`src/rtl/save_txt_pkg.sv`:
```
// Shared types and default constants for the save_txt_gen sequence source.
package save_txt_pkg;

  typedef enum logic [1:0] {
    IDLE  = 2'd0,
    COUNT = 2'd1,
    DONE  = 2'd2
  } state_t;

  localparam int DATA_W_D    = 32;
  localparam int END_VAL_D   = 100;
  localparam int STEP_D      = 1;
  localparam int START_VAL_D = 0;

endpackage

```
`src/rtl/save_txt_gen_sat_counter.sv`:
```
// Registered saturating up-counter: loads LOAD_VAL on reset, steps by STEP while enabled,
// clamps at LIMIT. at_limit is high when the next step would reach or pass LIMIT.
module sat_counter #(
  parameter int              DATA_W   = 32,
  parameter logic [DATA_W-1:0] STEP     = 1,
  parameter logic [DATA_W-1:0] LIMIT    = 100,
  parameter logic [DATA_W-1:0] LOAD_VAL = 0
) (
  input  logic              clk,
  input  logic              rst,
  input  logic              en,
  output logic [DATA_W-1:0] count,
  output logic              at_limit
);

  localparam logic [DATA_W:0] STEP_X  = {1'b0, STEP};
  localparam logic [DATA_W:0] LIMIT_X = {1'b0, LIMIT};

  logic [DATA_W:0] sum;

  // One extra bit so a step past the top of the range cannot wrap below LIMIT.
  assign sum      = {1'b0, count} + STEP_X;
  assign at_limit = (sum >= LIMIT_X);

  always_ff @(posedge clk or posedge rst) begin
    if (rst) begin
      count <= LOAD_VAL;
    end else if (en) begin
      count <= at_limit ? LIMIT : sum[DATA_W-1:0];
    end
  end

endmodule

```
`src/rtl/save_txt_gen.sv`:
```
// Self-terminating monotonic sequence source: counts from START_VAL by STEP after reset,
// saturates at END_VAL and raises done until the next reset.
module save_txt_gen
  import save_txt_pkg::*;
#(
  parameter int                DATA_W    = DATA_W_D,
  parameter logic [DATA_W-1:0] START_VAL = DATA_W'(START_VAL_D),
  parameter logic [DATA_W-1:0] STEP      = DATA_W'(STEP_D),
  parameter logic [DATA_W-1:0] END_VAL   = DATA_W'(END_VAL_D)
) (
  input  logic              clk,
  input  logic              rst,
  output logic [DATA_W-1:0] dout,
  output logic              done
);

  state_t state, state_next;
  logic   count_en;
  logic   done_next;
  logic   done_reg;
  logic   hit;

  sat_counter #(
    .DATA_W  (DATA_W),
    .STEP    (STEP),
    .LIMIT   (END_VAL),
    .LOAD_VAL(START_VAL)
  ) u_counter (
    .clk     (clk),
    .rst     (rst),
    .en      (count_en),
    .count   (dout),
    .at_limit(hit)
  );

  always_ff @(posedge clk or posedge rst) begin
    if (rst) begin
      state <= IDLE;
    end else begin
      state <= state_next;
    end
  end

  // IDLE behaves like COUNT for one edge; it may go straight to DONE if one step reaches END_VAL.
  always_comb begin
    state_next = state;
    case (state)
      IDLE, COUNT: state_next = hit ? DONE : COUNT;
      DONE:        state_next = DONE;
      default:     state_next = IDLE;
    endcase
  end

  always_comb begin
    count_en  = 1'b0;
    done_next = 1'b0;
    case (state)
      IDLE, COUNT: begin
        count_en  = 1'b1;
        done_next = hit;
      end
      DONE: begin
        count_en  = 1'b0;
        done_next = 1'b1;
      end
      default: begin
        count_en  = 1'b0;
        done_next = 1'b0;
      end
    endcase
  end

  always_ff @(posedge clk or posedge rst) begin
    if (rst) begin
      done_reg <= 1'b0;
    end else begin
      done_reg <= done_next;
    end
  end

  assign done = done_reg;

endmodule

```
`config.mk`:
```
export PLATFORM = sky130hd
export DESIGN_NAME = save_txt_gen
export DESIGN_NICKNAME = d
export VERILOG_FILES = /design/src/rtl/save_txt_pkg.sv /design/src/rtl/save_txt_gen_sat_counter.sv /design/src/rtl/save_txt_gen.sv
export SDC_FILE = /design/constraint.sdc
export NUM_CORES = 1
export LEC_CHECK = 0
export ABC_AREA = 0
export BUFFER_PORTS_ARGS = -buffer_cell sky130_fd_sc_hd__buf_2
export CAP_MARGIN = 20
export CORE_ASPECT_RATIO = 1.4
export CORE_MARGIN = 2
export CORE_UTILIZATION = 45
export DETAILED_ROUTE_END_ITERATION = 10
export PLACE_DENSITY_LB_ADDON = 0.12
export SKIP_LAST_GASP = 1
export SYNTH_ARGS = -nofsm -noshare
export SYNTH_HDL_FRONTEND = slang
export SYNTH_SLANG_ARGS = --single-unit
export TNS_END_PERCENT = 100
```
`constraint.sdc`:
```
create_clock -name clk -period 3.1 [get_ports clk]
set_input_delay 0.465 -clock clk [delete_from_list [all_inputs] [get_ports clk]]
set_output_delay 0.465 -clock clk [all_outputs]
set_load 0.03 [all_outputs]
```
==> reports/qor.yml <==
synthesis:
  synth.cell_area_um2: 1980
  syn-num-nets: 213
  synth-main-ff-cell: "dfrtp_1"
  synthArstFlopShare_pct: 100
  synth_cell_types: 52
  ys_warn_count: 0
  synth_edf_count: 0
  ys_seq_area_share_pct: 42.9
  avgSynthCellArea_um2: 9.49
  syn_inst: 209
  synth_seq_cells: 34
clocking:
  h-tree-depth: 2
  post-cts-setup-buffer-count: 0
  clk_pin_slew_ps: 70
  tritoncts.num_buffers: 5
  hold_buffers: 0
  clk_latency_ps: 280
  cts.sinks: 34
  cts_resized: 0
  ctsRootBufferMaster: "clkbuf_8"
  cts_tree: "yes"
  cts_buffer_depth: 2
routing:
  vias: 1731
  ant_nets: 0
  wire_per_inst_um: 15.3
  drt_drc_violations_left: 0
  drt-pass1-iter-count: 4
  viasPerCell: 5.64
  drt_wl_total_um: 4710
  initialDrtViolationCount: 78
timing:
  drv_slew: 0
  rsz0062_at_grt: "no"
  maxSlewHeadroom_pct: 55.7
  finalSetupViolations: 0
  skew_ps: 2.66
  fin_tns_setup_ps: 0
  fmax_mhz: 371
  finalHoldViolations: 0
  tightest_slew_ps: 663
  period_share_pct: 86.9
  period_minus_slack_ps: 2690
critical_path:
  endpoint: "u_counter.count[6]$_DFFE_PP0P_"
  crit_type: "flop to flop"
  end_kind: "flop"
  r2r_cells: 8
  crit_required_ps: 3270
  cp_max_fo: 8
  reg2reg_slack_ps: 410
  startpoint: "u_counter.count[0]$_DFFE_PP0P_"
  reg2reg_to: "u_counter.count[6]$_DFFE_PP0P_"
  reg2reg_from: "u_counter.count[0]$_DFFE_PP0P_"
  critPathLaunchType: "flop"
  crit_arrival_ps: 2860
floorplan:
  die_w_um: 60.1
  core_area_um2: 4240
  ios: 35
  die_h_um: 82.6
  die_area_um2: 4960
  rows: 28
  start_util_pct: 46.8
placement:
  place_congestion: 0.953
  dp_hpwl_um: 3480
  port-buffer-count: 34
job:
  maxCapViolCount: 0
global_route:
  antenna_found_initial: 0
  grt_max_degree: 21
  grt_use_total_pct: 20.5
  grt_pass1_wl_um: 7650
  grt_overflow: 0
  grt_pass1_vias: 1566
layout:
  largest_reg_flops: 32
  drive_above_1_share_pct: 25.5
  nets: 250
  n_fill_cell: 394
  num_antenna_cells: 0
  area_growth_pct: 16.1
worst_hold_path:
  hp-class: "input pin to asynchronous set/reset pin"
pwr:
  post-layout-total-power_mw: 0.792
  vdd_drop_max_v: 0.000192
  leakage_nw: 1.09
  cellPowerDensity_nw_per_um2: 344
run_status:
  status: "finished clean"
==> per-layer routing <==
layer | track usage, % | wire length, um
met3 | 3.58 | 209
met1 | 25.8 | 2030
met4 | 6.89 | 74
met2 | 34.9 | 2390
met5 | 0 | 0
==> metrics by stage <==
step           hold slack [ps]  instance area, um2  utilization, %  std cells  worst slack, ps
6_report                   263                2300            54.3        307              407
5_1_grt                    349                2300            54.3        307              150
3_3_place_gp               405                2210            52.2        299              491
3_5_place_dp               418                2210            52.2        299              433
2_1_floorplan              395                1980               -        209              436
4_1_cts                    290                2300            54.3        307              400
==> synth_stat cells, types with 3 or more instances <==
cell	n	area, um2
dfrtp_1	34	851
and2_1	25	156
nor2_1	15	56.3
nand2_1	14	52.6
nand3_1	11	55.1
nand4_1	10	62.6
nor3_1	8	40.0
and3_1	6	37.5
inv_1	6	22.5
o21ai_0	6	30.0
a21oi_1	5	25.0
or3_1	5	31.3
a31oi_1	4	25.0
clkbuf_1	4	15.0
xnor2_1	4	35.0
a22o_1	3	26.3
clkbuf_2	3	15.0
nor4_1	3	18.8
==> cell families after synthesis <==
family,after synthesis,synth area share [%]
AO/OA/AOI/OAI,37,14.9
XOR/XNOR,4,1.77
adder cells (fa/ha/maj),2,1.26
buffers and inverters,15,3.91
flip-flops,34,42.9
multiplexers,1,0.567
AND/OR/NAND/NOR,116,34.7
==> worst max-delay path: stages, from the launching register on <==
cell     delay (ps)
dfrtp_1         450
ha_1            280
nand4_1         190
or2_4           290
nor3_4          230
a31oi_1         170
nor4_4          490
nand3_2         160
o311a_1         310
==> where the power goes <==
group	internal [mW]	leakage, nW	switching (mW)	total [mW]
sequential	0.443	0.456	0	0.443
combinational	0.00132	0.586	0.00852	0.00984
clock	0.179	0.0482	0.159	0.339
total	0.624	1.09	0.168	0.792
==> placed cells by master (no fill, tap or decap), drive strengths merged, types with 2 or more instances in the layout <==
| cell | n |
|---|---|
| ha | 2 |
| buf | 39 |
| inv | 6 |
| nor2 | 15 |
| clkbuf | 7 |
| nor4 | 4 |
| xnor2 | 4 |
| nor3 | 9 |
| a31oi | 4 |
| dfrtp | 34 |
| a21oi | 5 |
| nand2b | 2 |
| or3 | 6 |
| and2 | 26 |
| and3 | 8 |
| nand4 | 10 |
| o211ai | 2 |
| a221o | 2 |
| nand2 | 14 |
| nand3 | 13 |
| o2111a | 2 |
| a22o | 3 |
| and4 | 2 |
| a41oi | 2 |
| o21ai | 6 |
==> cell type report <==
class / instances / area, um2 / share of cell area (%)
inverter: 6 / 22.5 / 0.978
clock buffer: 7 / 86.3 / 3.75
sequential: 34 / 851 / 36.9
timing repair buffer: 39 / 208 / 9.02
multi-input combinational: 160 / 1060 / 45.8
tap: 60 / 75.1 / 3.26
clock inverter: 1 / 5.00 / 0.217
==> worst min path at each step <==
| stage | to | cells after the start |
|---|---|---|
| 3_5_place_dp | done$_DFF_PP0_ | 1 |
| 4_1_cts | u_counter.count[5]$_DFFE_PP0P_ | 2 |
| 2_1_floorplan | done$_DFF_PP0_ | 1 |
| 6_report | u_counter.count[4]$_DFFE_PP0P_ | 2 |
| 3_3_place_gp | done$_DFF_PP0_ | 1 |
| 5_1_grt | u_counter.count[5]$_DFFE_PP0P_ | 2 |
Note: power is estimated with default switching activity, not from simulation.
